`src/rtl/apb_slv_mux_pkg.sv`:
```
// apb_slv_mux_pkg
//   Shared definitions for the APB slave fan-out stage: bus widths and the
//   2-bit error-type codes reported in the sticky status registers.
package apb_slv_mux_pkg;

  localparam int PADDR_WIDTH    = 32;
  localparam int APB_DATA_WIDTH = 32;

  typedef enum logic [1:0] {
    ERR_NONE    = 2'b00,
    ERR_UNMAP   = 2'b01,
    ERR_TIMEOUT = 2'b10,
    ERR_PROTO   = 2'b11
  } err_type_e;

endpackage

```
`src/rtl/apb_slv_timeout.sv`:
```
// apb_slv_timeout
//   APB phase tracker and hung-slave timeout counter.
//   Ports:
//     hclk, hreset  clock, synchronous active-high reset
//     psel, penable bridge-side APB control
//     mapped        current paddr decodes to an existing slave
//     pready_slv    pready of the decoded slave (0 when unmapped)
//     in_access     this cycle is a valid ACCESS cycle of a tracked transfer
//     timeout_fire  force-terminate this ACCESS cycle (slave hung too long)
//     proto_err     APB sequencing violation seen this cycle
module apb_slv_timeout
  import apb_slv_mux_pkg::*;
#(
  parameter int TIMEOUT_CYC = 256,
  parameter int CNT_W       = 9
) (
  input  logic hclk,
  input  logic hreset,
  input  logic psel,
  input  logic penable,
  input  logic mapped,
  input  logic pready_slv,
  output logic in_access,
  output logic timeout_fire,
  output logic proto_err
);

  // ph records what the tracker expects of the current cycle:
  //   PH_IDLE   no transfer open; a SETUP may start one
  //   PH_SETUP  SETUP seen last cycle; this cycle is the first ACCESS
  //   PH_ACCESS previous ACCESS cycle stalled; this cycle continues it
  typedef enum logic [1:0] {
    PH_IDLE   = 2'b00,
    PH_SETUP  = 2'b01,
    PH_ACCESS = 2'b10
  } ph_e;

  localparam bit               TO_EN   = (TIMEOUT_CYC != 0);
  localparam logic [CNT_W-1:0] TO_LAST = CNT_W'((TIMEOUT_CYC == 0) ? 0 : TIMEOUT_CYC - 1);

  ph_e              ph, ph_nxt;
  logic [CNT_W-1:0] cnt, cnt_nxt;
  logic             done;

  // NOTE: state registers use non-blocking assignments so every flop samples
  // the pre-edge value of its inputs regardless of block evaluation order.
  always_ff @(posedge hclk) begin
    if (hreset) begin
      ph  <= PH_IDLE;
      cnt <= '0;
    end else begin
      ph  <= ph_nxt;
      cnt <= cnt_nxt;
    end
  end

  // NOTE: every output of this block gets a default before any branch, so no
  // path leaves a variable unassigned and no latch is inferred.
  always_comb begin
    ph_nxt       = ph;
    in_access    = ~hreset & psel & penable & (ph != PH_IDLE);
    // Slave raising pready in the firing cycle wins over the timeout.
    timeout_fire = TO_EN & in_access & mapped & ~pready_slv & (cnt == TO_LAST);
    // Transfer completes when the bridge will see pready_x high.
    done         = ~mapped | pready_slv | timeout_fire;
    proto_err    = ~hreset & (((ph == PH_IDLE) & penable) | ((ph == PH_ACCESS) & ~psel));

    unique case (ph)
      PH_IDLE: begin
        if (psel && !penable) ph_nxt = PH_SETUP;
      end
      PH_SETUP, PH_ACCESS: begin
        if (!psel)        ph_nxt = PH_IDLE;
        else if (penable) ph_nxt = done ? PH_IDLE : PH_ACCESS;
        else              ph_nxt = PH_SETUP;
      end
      default: ph_nxt = PH_IDLE;
    endcase

    // Counts stalled ACCESS cycles; anything else (idle, setup, completion) clears it.
    cnt_nxt = (in_access && !done) ? cnt + CNT_W'(1) : '0;
  end

endmodule

```
`src/rtl/apb_slv_mux.sv`:
```
// apb_slv_mux
//   APB fan-out stage behind the AHB-to-APB bridge. Decodes paddr into one-hot
//   slave selects, muxes the selected slave's response back to the bridge,
//   terminates unmapped and hung accesses itself, and keeps the first error in
//   sticky status registers.
//   Ports:
//     hclk, hreset          clock, synchronous active-high reset
//     psel, penable, paddr  bridge-side APB request
//     psel_x                one-hot slave selects
//     prdata_in/pready_in/pslverr_in  concatenated slave responses
//     prdata, pready_x, pslverr_x     response to the bridge
//     err_valid/err_type/err_addr     sticky first-error status
//     err_clr               synchronous clear of the error status
module apb_slv_mux
  import apb_slv_mux_pkg::*;
#(
  parameter int NUM_SLV     = 12,
  parameter int SEL_LSB     = 12,
  parameter int SEL_W       = 4,
  parameter int TIMEOUT_CYC = 256,
  parameter int CNT_W       = 9
) (
  input  logic                              hclk,
  input  logic                              hreset,
  input  logic                              psel,
  input  logic                              penable,
  input  logic [PADDR_WIDTH-1:0]            paddr,
  output logic [NUM_SLV-1:0]                psel_x,
  input  logic [NUM_SLV*APB_DATA_WIDTH-1:0] prdata_in,
  input  logic [NUM_SLV-1:0]                pready_in,
  input  logic [NUM_SLV-1:0]                pslverr_in,
  output logic [APB_DATA_WIDTH-1:0]         prdata,
  output logic                              pready_x,
  output logic                              pslverr_x,
  output logic                              err_valid,
  output logic [1:0]                        err_type,
  output logic [PADDR_WIDTH-1:0]            err_addr,
  input  logic                              err_clr
);

  logic [SEL_W-1:0]          idx;
  logic                      mapped;
  logic [APB_DATA_WIDTH-1:0] slv_rdata;
  logic                      slv_ready;
  logic                      slv_err;
  logic                      in_access;
  logic                      timeout_fire;
  logic                      proto_err;
  logic                      new_err;
  err_type_e                 new_type;
  err_type_e                 err_type_q;

  assign idx = paddr[SEL_LSB +: SEL_W];

  // Decode and slave-response select. Indices >= NUM_SLV match no slave,
  // which is what marks the address unmapped.
  always_comb begin
    mapped    = 1'b0;
    psel_x    = '0;
    slv_rdata = '0;
    slv_ready = 1'b0;
    slv_err   = 1'b0;
    for (int i = 0; i < NUM_SLV; i++) begin
      if (idx == SEL_W'(i)) begin
        mapped    = 1'b1;
        psel_x[i] = psel & ~hreset;
        slv_rdata = prdata_in[i*APB_DATA_WIDTH +: APB_DATA_WIDTH];
        slv_ready = pready_in[i];
        slv_err   = pslverr_in[i];
      end
    end
  end

  apb_slv_timeout #(
    .TIMEOUT_CYC (TIMEOUT_CYC),
    .CNT_W       (CNT_W)
  ) u_timeout (
    .hclk         (hclk),
    .hreset       (hreset),
    .psel         (psel),
    .penable      (penable),
    .mapped       (mapped),
    .pready_slv   (slv_ready),
    .in_access    (in_access),
    .timeout_fire (timeout_fire),
    .proto_err    (proto_err)
  );

  // Bridge response: idle value outside ACCESS, forced error for unmapped or
  // timed-out accesses, otherwise a straight pass-through of the slave.
  always_comb begin
    prdata    = '0;
    pready_x  = 1'b1;
    pslverr_x = 1'b0;
    if (in_access) begin
      if (!mapped || timeout_fire) begin
        pslverr_x = 1'b1;
      end else begin
        prdata    = slv_rdata;
        pready_x  = slv_ready;
        pslverr_x = slv_err;
      end
    end
  end

  // Error sources are mutually exclusive: proto_err only occurs outside a
  // valid ACCESS cycle, the other two only inside one.
  always_comb begin
    new_err  = 1'b1;
    new_type = ERR_NONE;
    if (proto_err)                  new_type = ERR_PROTO;
    else if (in_access && !mapped)  new_type = ERR_UNMAP;
    else if (timeout_fire)          new_type = ERR_TIMEOUT;
    else                            new_err  = 1'b0;
  end

  // First error wins; a clear in the same cycle as a new error drops it.
  always_ff @(posedge hclk) begin
    if (hreset || err_clr) begin
      err_valid  <= 1'b0;
      err_type_q <= ERR_NONE;
      err_addr   <= '0;
    end else if (new_err && !err_valid) begin
      err_valid  <= 1'b1;
      err_type_q <= new_type;
      err_addr   <= paddr;
    end
  end

  assign err_type = err_type_q;

endmodule

```
`config.mk`:
```
export PLATFORM = sky130hd
export DESIGN_NAME = apb_slv_mux
export DESIGN_NICKNAME = d
export VERILOG_FILES = /design/src/rtl/apb_slv_mux_pkg.sv /design/src/rtl/apb_slv_timeout.sv /design/src/rtl/apb_slv_mux.sv
export SDC_FILE = /design/constraint.sdc
export NUM_CORES = 1
export LEC_CHECK = 0
export BUFFER_PORTS_ARGS = -buffer_cell sky130_fd_sc_hd__buf_2
export CAP_MARGIN = 30
export CORE_AREA = 2 2 206 208
export CTS_CLUSTER_DIAMETER = 100
export DETAILED_ROUTE_END_ITERATION = 10
export DIE_AREA = 0 0 208 210
export PLACE_DENSITY = 0.36
export SLEW_MARGIN = 5
export SYNTH_ARGS = -nofsm -noshare
export SYNTH_HDL_FRONTEND = slang
export SYNTH_SLANG_ARGS = --single-unit
```
`constraint.sdc`:
```
create_clock -name hclk -period 6.5 [get_ports hclk]
set_input_delay 0 -clock hclk [delete_from_list [all_inputs] [get_ports hclk]]
set_output_delay 0 -clock hclk [all_outputs]
set_load 0.02 [all_outputs]
```
==> reports/metrics.csv, run 1 <==
stage,metric,value,unit
sta,layout_min_cycle_time,3.31,ns
clock_network,clkTransAtPathRegs,0.06,ns
final_layout,area_delta_synth_final,58.0,%
die,die_width,208,um
clock_network,cts_tree,done,
pwr,finalPower,1.10,mW
sta,setup-tns-final,0,ns
pwr,power_density,114,mW/mm2
final_layout,drive_gt1_share,45.3,%
synthesis,synth_nets,1274,
placed_design,place_congestion,0.900,
routing,routedWlPerCell,24.3,um
run,cap_viol_max_count,0,
pwr,p_leak,4.38,nW
clock_network,cts_setup_buffers,0,
global_routing,grt_pass1_wl,63200,um
synthesis,synth_area,0.00611,mm2
critical_path,path_class,primary input to output pin,
synthesis,yosys_warnings,0,
die,dieArea,0.0437,mm2
die,num_rows,75,
critical_path,critPathCaptureType,output pin,
sta,rsz0062_at_grt,false,
clock_network,cts_root_buffer,clkbuf_16,
critical_path,crit_slowest_cell,buf_4,
global_routing,grt_pass1_vias,8966,
routing,met2WireLength,23700,um
routing,top_layer,met5,
routing,drtAntennaViolNets,0,
global_routing,grt_overflow,0,
outcome,status,finished clean,
routing,drc_errors,0,
routing,routed_wl,45300,um
die,ios,526,
sta,hold_viol,0,
synthesis,ys_ff_latch,46,
routing,routed_via_density,4.70,
clock_network,cts_resized,0,
die,start_util,14.7,%
global_routing,grtUsageTotal,19.8,%
critical_path,critPathMaxStageDelay,0.80,ns
synthesis,synth_commonest_cells,"a21oi_1, mux2i_1, nand2_1, nor2_1, dfxtp_1",
sta,fin_crit_sh,50.9,%
synthesis,synth-async-reset-ratio,0,%
sta,hold_ws,0.0117,ns
critical_path,crit_fanout,62,
sta,skew,0.00721,ns
synthesis,synth_edf_count,0,
clock_network,cts.sinks,46,
final_layout,multiInputGateArea,0.00475,mm2
synthesis,ys_top_cells_by_area,"mux2i_1, dfxtp_1, a21oi_1",
synthesis,synth_ff_type,dfxtp_1,
clock_network,insertion_delay,0.30,ns
synthesis,synth_top_area_share,17.0,%
critical_path,path_cells,"buf_6, buf_4, nand2_1, o21ai_0, a21oi_1, o211a_1, o21a_4, a211oi_1, buf_2",
sta,setup_violations,0,
min_path,min_path_type,primary input to flip-flop,
final_layout,seq_area,921,um2
final_layout,layout.nets,1768,
sta,max_freq,302,MHz
placed_design,hpwl,37000,um
placed_design,io_buffers,525,
die,die_h,210,um
sta,tightest_slew,1.04,ns
critical_path,required,6.50,ns
critical_path,arrival,3.31,ns
final_layout,nFillCells,4728,
routing,dr.pass1.iters,5,
pwr,peakVddDrop,0.110,mV
die,core,0.0415,mm2
critical_path,start_kind,primary input,
routing,num_vias,8767,
clock_network,clockBufferDepth,2,
sta,drv_slew,0,
synthesis,yosysTopAreaCell,mux2i_1,
clock_network,postCtsHoldBufs,30,
synthesis,ys_seq_area_share,15.1,%
routing,route.met3.wl,3470,um
routing,wl_met1,17000,um
sta,slew-limit-headroom,30.5,%
global_routing,antenna_found_initial,25,
synthesis,yosysMostFrequentCell,a21oi_1,
synthesis,synth.distinct_cells,73,
clock_network,htreeDepth,2,
global_routing,grt_max_degree,72,
routing,drtIter0Drc,519,
clock_network,cts_made_buffers,5,
synthesis,synthCells,824,
synthesis,postSynthAreaPerCell,7.41,um2
## area by class of cell
| class | count | share of cell area [%] |
|---|---|---|
| multi-input combinational | 687 | 49.3 |
| timing repair buffer | 568 | 31.9 |
| sequential | 46 | 9.55 |
| tap | 539 | 6.99 |
| clock buffer | 6 | 1.34 |
| clock inverter | 2 | 0.389 |
| inverter | 10 | 0.389 |
| antenna | 7 | 0.182 |
## stage by stage
stage               util, %  std cells  setup WS, ns  cell area (um2)
floorplan                 -        824          4.24             6110
detailed placement     22.1       1820          2.98             9160
CTS                    23.2       1858          2.98             9630
global route           23.2       1859          2.94             9630
finish                 23.3       1865          3.19             9650
global placement       21.9       1816          2.71             9090
## report_power, final
part	leakage, nW	internal, mW	switching (mW)	total [mW]
logic	3.93	0.230	0.275	0.505
clock network	0.0771	0.182	0.118	0.300
registers	0.372	0.288	0.00366	0.291
## cell families after synthesis
group           after synthesis  synth area share (%)
compound gates              297                  31.5
fa+ha+maj                     5                  1.02
xor+xnor                      6                 0.860
flops                        46                  15.1
buf+inv                      91                  7.60
simple gates                256                  20.8
mux                         123                  23.1
## worst max-delay path, delay by kind of cell
kind / cells / cell delay (ns)
AO/OA/AOI/OAI: 5 / 1.59
buffers and inverters: 3 / 1.48
AND/OR/NAND/NOR: 1 / 0.19
## layer usage
metal / track usage (%) / vias up
met5: 0 / -
met4: 4.13 / 20
met3: 4.89 / 71
met2: 38.2 / 450
met1: 21.7 / 4117
li1: - / 4109
## path summary, 6_finish.rpt
kind | startpoint | end | slack [ns] | cells past startpoint
worst max-delay path | paddr[13] | prdata[30] | 3.19 | 9
worst min-delay path | paddr[10] | err_addr[10] | 0.01 | 3
worst max register to register | u_timeout.cnt[0] | err_addr[13] | 3.72 | 11
worst min register to register | err_addr[24] | err_addr[24] | 0.45 | 2
## cells in the final DEF, fill, tap and decap left out, types with 4 or more instances in the layout
cell	count
buf_2	523
a21oi_1	121
mux2i_1	104
nand2_1	103
nor2_1	55
dfxtp_1	46
o22ai_1	31
dlygate4sd3_1	30
o21ai_0	29
nor3_1	20
a2bb2oi_1	16
mux4_2	14
a211oi_1	14
nand3b_1	14
o211ai_1	14
o221ai_1	14
a22oi_1	11
nand2b_1	11
nor4_2	11
buf_4	10
nand3_1	9
nor2b_1	9
diode_2	7
inv_1	7
a221oi_1	7
o31ai_1	6
mux2_2	5
ha_1	5
clkbuf_16	5
o21a_1	4
a31oi_1	4
xor2_1	4
## registers in the layout, indices dropped and copies added (netlist names)
name,count
err_addr,32
err_type,2
err_valid,1
u_timeout.cnt,9
u_timeout.ph,2
Note: power is estimated with default switching activity, not from simulation.
==> run 2, diff against run 1 <==
--- a/config.mk
+++ b/config.mk
@@ -5,13 +5,14 @@
 export SDC_FILE = /design/constraint.sdc
 export NUM_CORES = 1
 export LEC_CHECK = 0
+export ABC_AREA = 1
 export BUFFER_PORTS_ARGS = -buffer_cell sky130_fd_sc_hd__buf_2
 export CAP_MARGIN = 30
-export CORE_AREA = 2 2 206 208
+export CORE_AREA = 2 2 202 204
 export CTS_CLUSTER_DIAMETER = 100
 export DETAILED_ROUTE_END_ITERATION = 10
-export DIE_AREA = 0 0 208 210
-export PLACE_DENSITY = 0.36
+export DIE_AREA = 0 0 204 206
+export PLACE_DENSITY = 0.35
 export SLEW_MARGIN = 5
 export SYNTH_ARGS = -nofsm -noshare
 export SYNTH_HDL_FRONTEND = slang
==> constraint.sdc (replaced) <==
create_clock -name hclk -period 3.1 [get_ports hclk]
set_input_delay 0 -clock hclk [delete_from_list [all_inputs] [get_ports hclk]]
set_output_delay 0 -clock hclk [all_outputs]
set_load 0.02 [all_outputs]
==> reports/metrics.csv, run 2 <==
stage,metric,value,unit,change
clock_network,cts_made_buffers,5,,unchanged
sta,tightest_slew,0.735,ns,was 1.04 ns
routing,routed_wl,40900,um,"was 45,300 um"
final_layout,final_common_cell,buf_2,,unchanged
final_layout,final_cells,2028,,"was 1,865"
outcome,status,finished clean,,unchanged
synthesis,yosysTopAreaCell,nand2_1,,was mux2i_1
routing,drtIter0Drc,448,,was 519
die,core,0.0402,mm2,was 0.0415 mm2
sta,drv_slew,0,,unchanged
min_path,hold_start,paddr[4],,was paddr[10]
pwr,p_leak,4.59,nW,was 4.38 nW
synthesis,synth-async-reset-ratio,0,%,unchanged
routing,num_vias,8869,,"was 8,767"
clock_network,cts_root_buffer,clkbuf_16,,unchanged
critical_path,arrival,2.62,ns,was 3.31 ns
synthesis,synth_top_area_share,19.1,%,was 17.0%
global_routing,grt_use_met3,4.18,%,was 4.89%
clock_network,clkTransAtPathRegs,0.07,ns,was 0.06 ns
synthesis,postSynthAreaPerCell,5.28,um2,was 7.41 um2
critical_path,path_cells,"ha_1, nand2_1, nor3_1, nand2_1, nor2_1, ha_1, nand4_2, nand2_1, buf_4, o21ai_0, inv_1, buf_2",,"was buf_6, buf_4, nand2_1, o21ai_0, a21oi_1, o211a_1, o21a_4, a211oi_1, buf_2"
run,cap_viol_max_count,0,,unchanged
clock_network,htreeDepth,2,,unchanged
routing,routed_via_density,4.37,,was 4.70
final_layout,layout_top_registers,"err_addr (32), u_timeout.cnt (9)",,unchanged
pwr,peakVddDrop,0.180,mV,was 0.110 mV
min_path,hold_path_end,err_addr[4],,was err_addr[10]
global_routing,grt_pass1_wl,57500,um,"was 63,200 um"
die,dieArea,0.0420,mm2,was 0.0437 mm2
sta,fin_crit_sh,84.5,%,
global_routing,grtUsageTotal,18.6,%,was 19.8%
sta,layout_min_cycle_time,2.62,ns,
sta,setup-tns-final,0,ns,unchanged
sta,setup_violations,0,,unchanged
synthesis,ys_top_cells_by_area,"nand2_1, dfxtp_1, nand3_1",,"was mux2i_1, dfxtp_1, a21oi_1"
critical_path,path_buf_inv,3,,unchanged
synthesis,synth_commonest_cells,"nand2_1, nand3_1, a21oi_1, nor2_1, o21ai_0",,"was a21oi_1, mux2i_1, nand2_1, nor2_1, dfxtp_1"
min_path,min_path_type,primary input to flip-flop,,unchanged
global_routing,antenna_found_initial,9,,was 25
synthesis,synth_ff_type,dfxtp_1,,unchanged
final_layout,nFillCells,4839,,"was 4,728"
placed_design,io_buffers,525,,unchanged
critical_path,crit_fanout,33,,was 62
clock_network,cts.sinks,46,,unchanged
critical_path,rr_worst_depth,12,,was 11
synthesis,synth_nets,1460,,"was 1,274"
synthesis,yosysMostFrequentCell,nand2_1,,was a21oi_1
placed_design,dp.cells,2016,,"was 1,820"
final_layout,layout.nets,1942,,"was 1,768"
global_routing,grt_pass1_vias,9102,,"was 8,966"
final_layout,final_cell_mix,"buf_2, nand2_1, nand3_1",,"was buf_2, a21oi_1, mux2i_1"
critical_path,start_kind,flip-flop,,was primary input
critical_path,r2r_slack,0.81,ns,was 3.72 ns
synthesis,synth_edf_count,0,,unchanged
routing,drtAntennaViolNets,0,,unchanged
clock_network,clockBufferDepth,2,,unchanged
global_routing,globalRoute.busiestLayer,met2,,unchanged
synthesis,yosys_warnings,0,,unchanged
clock_network,cts_resized,0,,unchanged
global_routing,grt_overflow,0,,unchanged
synthesis,ys_ff_latch,46,,unchanged
critical_path,r2r_start,u_timeout.cnt[0],,unchanged
final_layout,largest_reg_flops,32,,unchanged
placed_design,hpwl,34400,um,"was 37,000 um"
critical_path,cpMostUsedCell,nand2_1,,
synthesis,synthCells,1010,,was 824
routing,routedWlPerCell,20.2,um,was 24.3 um
die,die_h,206,um,was 210 um
placed_design,place_congestion,0.894,,was 0.900
critical_path,path_class,flip-flop to output pin,,was primary input to output pin
routing,dr.pass1.iters,5,,unchanged
clock_network,cts_setup_buffers,0,,unchanged
critical_path,critPathCaptureType,output pin,,unchanged
sta,slew-limit-headroom,50.9,%,was 30.5%
pwr,power_density,234,mW/mm2,was 114 mW/mm2
synthesis,synth.distinct_cells,29,,was 73
sta,skew,0.00929,ns,was 0.00721 ns
sta,max_freq,382,MHz,
critical_path,critPathMaxStageDelay,0.38,ns,was 0.80 ns
clock_network,cts_tree,done,,unchanged
die,die_width,204,um,was 208 um
die,start_util,13.3,%,was 14.7%
final_layout,area_delta_synth_final,64.9,%,was 58.0%
global_routing,gr-usage-met1,21.1,%,was 21.7%
critical_path,crit_family,simple AND/OR/NAND/NOR gates,,was compound AO/OA/AOI/OAI gates
die,ios,526,,unchanged
final_layout,drive_gt1_share,38.8,%,was 45.3%
die,num_rows,74,,was 75
final_layout,regMostFlops,err_addr,,unchanged
clock_network,insertion_delay,0.30,ns,about the same
synthesis,synth_area,0.00533,mm2,was 0.00611 mm2
clock_network,postCtsHoldBufs,1,,was 30
sta,hold_viol,0,,unchanged
global_routing,grt_use_met2,34.8,%,was 38.2%
global_routing,grt_max_degree,68,,was 72
critical_path,timing.rr.end,err_addr[14],,was err_addr[13]
sta,rsz0062_at_grt,false,,unchanged
min_path,holdPathStages,5,,was 3
routing,drc_errors,0,,unchanged
critical_path,required,3.10,ns,was 6.50 ns
critical_path,crit_slowest_cell,buf_4,,unchanged
synthesis,ys_seq_area_share,17.3,%,was 15.1%
## run 2: changes by cell type after synthesis, moves of 15 or more
cell       change
nand4_1       +29
buf_2         -15
nor2_1        +31
nand2_1      +167
a21oi_1       -19
nand3_1      +172
mux2i_1      -104
clkbuf_1      +17
o21ai_0       +38
inv_1         +48
a2bb2oi_1     -16
## run 2: per-stage QoR
| stage | instance area [um2] | power [mW] | util, % | setup WS [ns] | hold slack (ns) |
|---|---|---|---|---|---|
| 2_1_floorplan | 5330 | 0.997 | - | 1.18 | 0.0691 |
| 6_report | 8790 | 2.06 | 21.9 | 0.480 | 0.0136 |
| 3_3_place_gp | 8620 | 1.53 | 21.5 | 0.490 | 0.271 |
| 4_1_cts | 8780 | 2.12 | 21.9 | 0.426 | 0.00257 |
| 3_5_place_dp | 8620 | 1.53 | 21.5 | 0.542 | 0.269 |
| 5_1_grt | 8790 | 2.22 | 21.9 | 0.0891 | 0.0419 |
## run 2: worst max path at each step
stage | from | endpoint | cells past startpoint
after floorplan | u_timeout.ph[0] | err_addr[0] | 13
after global placement | paddr[15] | prdata[28] | 10
after detailed placement | paddr[14] | prdata[25] | 14
after CTS | hreset | pslverr_x | 11
after global routing | u_timeout.cnt[0] | pslverr_x | 12
final | u_timeout.cnt[0] | pslverr_x | 12
## run 2: cell type report
type	count	area, um2	share of cell area (%)
multi-input combinational	825	3900	44.3
timing repair buffer	551	2910	33.1
sequential	46	921	10.5
tap	532	666	7.57
inverter	63	236	2.69
clock buffer	5	125	1.42
clock inverter	3	23.8	0.270
antenna	3	7.51	0.0854
## run 2: logic make-up (layout without fill, tap and decap cells)
| family | after synthesis | in the layout | synth area share [%] |
|---|---|---|---|
| simple gates | 611 | 611 | 50.4 |
| compound gates | 205 | 205 | 20.3 |
| other cells | 0 | 3 | 0 |
| xor+xnor | 4 | 4 | 0.657 |
| fa+ha+maj | 5 | 5 | 1.17 |
| buf+inv | 139 | 622 | 10.3 |
| flops | 46 | 46 | 17.3 |
## run 2: routing by layer
layer / vias up / wire length (um)
met3: 41 / 2950
met4: 8 / 975
li1: 4401 / -
met1: 4050 / 16400
met2: 369 / 20500
met5: - / 50
## run 2: report_power, final
part           internal (mW)  switching (mW)  total, mW  leakage (nW)
clock network          0.302           0.259      0.561        0.0665
registers              0.608         0.00883      0.617         0.373
logic                  0.367           0.513      0.880          4.15
## run 2: worst reg2reg max path, cell delays in order, from the launching register on
cell and delay, ns:
dfxtp_1 0.36, ha_1 0.19, nand2_1 0.08, nor3_1 0.25, nand2_1 0.11, nor2_1 0.11, ha_1 0.17, nand4_2 0.18
nand3_2 0.14, buf_12 0.26, nand3_1 0.21, nand2_1 0.09, nor2_1 0.04
==> run 3, diff against run 2 <==
--- a/config.mk
+++ b/config.mk
@@ -5,14 +5,14 @@
 export SDC_FILE = /design/constraint.sdc
 export NUM_CORES = 1
 export LEC_CHECK = 0
-export ABC_AREA = 1
+export ABC_AREA = 0
 export BUFFER_PORTS_ARGS = -buffer_cell sky130_fd_sc_hd__buf_2
 export CAP_MARGIN = 30
 export CORE_AREA = 2 2 202 204
 export CTS_CLUSTER_DIAMETER = 100
 export DETAILED_ROUTE_END_ITERATION = 10
 export DIE_AREA = 0 0 204 206
-export PLACE_DENSITY = 0.35
+export PLACE_DENSITY = 0.37
 export SLEW_MARGIN = 5
 export SYNTH_ARGS = -nofsm -noshare
 export SYNTH_HDL_FRONTEND = slang
==> constraint.sdc (replaced) <==
create_clock -name hclk -period 2.5 [get_ports hclk]
set_input_delay 0 -clock hclk [delete_from_list [all_inputs] [get_ports hclk]]
set_output_delay 0 -clock hclk [all_outputs]
set_load 0.02 [all_outputs]
==> reports/metrics.csv, run 3 (same netlist as run 1, synthesis figures left out) <==
stage,metric,value,unit,change
outcome,status,finished clean,,unchanged
sta,fin_crit_sh,96.4,%,
placed_design,dp_slack,0.0691,ns,was 0.542 ns
clock_network,clockBufferDepth,2,,unchanged
clock_network,cts_tree,done,,unchanged
critical_path,path_class,flip-flop to output pin,,unchanged
sta,setup_ws,0.0891,ns,was 0.480 ns
final_layout,layout.nets,1817,,"was 1,942"
sta,tightest_slew,0.840,ns,was 0.735 ns
routing,dr.pass1.iters,5,,unchanged
final_layout,final_common_cell,buf_2,,unchanged
placed_design,dp.cells,1857,,"was 2,016"
pwr,finalPower,2.81,mW,was 2.06 mW
final_layout,final_cells,1903,,"was 2,028"
critical_path,path_cells,"ha_2, nand3_2, nor2_2, and3_1, ha_1, buf_4, o21a_4, buf_4, a211oi_1, buf_2",,"was ha_1, nand2_1, nor3_1, nand2_1, nor2_1, ha_1, nand4_2, nand2_1, buf_4, o21ai_0, inv_1, buf_2"
critical_path,cpMostUsedCell,buf_4,,was nand2_1
pwr,power_density,279,mW/mm2,was 234 mW/mm2
global_routing,grtUsageTotal,19.6,%,was 18.6%
critical_path,arrival,2.41,ns,was 2.62 ns
critical_path,critPathCaptureType,output pin,,unchanged
global_routing,antenna_found_initial,21,,was 9
routing,routed_wl,44300,um,"was 40,900 um"
global_routing,grt_overflow,0,,unchanged
routing,routedWlPerCell,23.3,um,was 20.2 um
final_layout,layout_top_registers,"err_addr (32), u_timeout.cnt (9)",,unchanged
min_path,min_path_type,primary input to flip-flop,,unchanged
final_layout,regMostFlops,err_addr,,unchanged
final_layout,final_cell_mix,"buf_2, a21oi_1, nand2_1, mux2i_1, buf_4",,"was buf_2, nand2_1, nand3_1"
critical_path,required,2.50,ns,was 3.10 ns
clock_network,cts.sinks,46,,unchanged
die,ios,526,,unchanged
run,cap_viol_max_count,0,,unchanged
placed_design,io_buffers,525,,unchanged
clock_network,htreeDepth,2,,unchanged
sta,slew-limit-headroom,43.9,%,was 50.9%
die,num_rows,74,,unchanged
sta,layout_min_cycle_time,2.41,ns,
sta,rsz0062_at_grt,true,,was false
clock_network,cts_root_buffer,clkbuf_16,,unchanged
final_layout,largest_reg_flops,32,,unchanged
global_routing,grt_pass1_wl,59900,um,"was 57,500 um"
placed_design,hpwl,36700,um,"was 34,400 um"
sta,drv_slew,0,,unchanged
critical_path,crit_fanout,10,,was 33
routing,routed_via_density,4.61,,was 4.37
global_routing,grt_pass1_vias,8854,,"was 9,102"
sta,skew,0.00561,ns,was 0.00929 ns
placed_design,place_congestion,0.918,,was 0.894
pwr,p_leak,4.63,nW,was 4.59 nW
die,die_h,206,um,unchanged
critical_path,crit_slowest_cell,dfxtp_2,,was buf_4
critical_path,critPathMaxStageDelay,0.34,ns,was 0.38 ns
routing,drtIter0Drc,449,,was 448
sta,max_freq,415,MHz,
die,dieArea,0.0420,mm2,unchanged
clock_network,clkTransAtPathRegs,0.07,ns,about the same
critical_path,start_kind,flip-flop,,unchanged
sta,setup_violations,0,,unchanged
final_layout,area_delta_synth_final,64.9,%,about the same
global_routing,grt_max_degree,69,,was 68
routing,drtAntennaViolNets,0,,unchanged
final_layout,drive_gt1_share,48.0,%,was 38.8%
routing,drc_errors,0,,unchanged
sta,hold_ws,0.0161,ns,was 0.0136 ns
routing,num_vias,8771,,"was 8,869"
clock_network,cts_made_buffers,5,,unchanged
pwr,peakVddDrop,0.316,mV,was 0.180 mV
die,die_width,204,um,unchanged
sta,hold_viol,0,,unchanged
die,core,0.0402,mm2,unchanged
final_layout,stdcell_area,0.0101,mm2,was 0.00879 mm2
die,start_util,15.2,%,was 13.3%
clock_network,insertion_delay,0.29,ns,was 0.30 ns
placed_design,place_area,0.00949,mm2,was 0.00862 mm2
## run 3: changes by cell type in the layout (fill, tap and decap cells not counted), moves of 16 or more
cell,delta
inv_1,-49
nand4_1,-29
a2bb2oi_1,+16
nor2_1,-32
nand2_1,-167
a21oi_1,+19
nand3_1,-173
buf_4,+42
dlygate4sd3_1,+27
o21ai_0,-38
mux2i_1,+103
## run 3: repair_timing
item | CTS | global route
setup buffers | 4 | 0
hold buffers | 28 | 0
cloned | 0 | 3
setup endpoints to repair | 15 | 57
gates resized for setup | 0 | 13
pin swaps | 0 | 2
hold endpoints to repair | 29 | 0
## run 3: per-layer routing
metal	wire [um]	track usage, %	vias to the layer above
met5	171	0	-
met4	779	4.40	26
met3	2900	4.24	67
met2	22800	36.7	360
met1	17600	22.6	4112
li1	-	-	4206
## run 3: worst max-delay path, delay by kind of cell, from the launching register on
family | cells | cell delay, ns
AO/OA/AOI/OAI | 2 | 0.48
adder cells (fa/ha/maj) | 2 | 0.40
buffers and inverters | 3 | 0.58
flip-flops | 1 | 0.34
AND/OR/NAND/NOR | 3 | 0.32
## run 3: layout make-up
cell class	instances	area (um2)
clock buffer	5	125
inverter	10	37.5
multi-input combinational	687	4790
fill	4579	30100
sequential	46	923
clock inverter	3	21.3
tap	532	666
antenna	3	7.51
timing repair buffer	617	3500
## run 3: metrics by stage
step | utilization (%) | setup TNS (ns)
floorplan | - | 0
global placement | 23.6 | 0
detailed placement | 23.6 | 0
CTS | 24.8 | -0.0156
global route | 25.0 | -0.0411
finish | 25.1 | 0
## run 3: worst paths after layout
path                      end  slack [ns]        startpoint  cells after the start
max                 prdata[7]        0.09  u_timeout.cnt[0]                     10
min               err_addr[9]        0.02          paddr[9]                      3
max reg2reg      err_addr[10]        0.11  u_timeout.cnt[0]                     11
min reg2reg  u_timeout.cnt[0]        0.43  u_timeout.cnt[0]                      1
## run 3: report_power, final
part           switching (mW)  internal, mW  total (mW)  leakage [nW]
combinational           0.719         0.651        1.37          4.19
clock                   0.310         0.371       0.681        0.0698
sequential            0.00984         0.748       0.758         0.373
total                    1.04          1.77        2.81          4.63
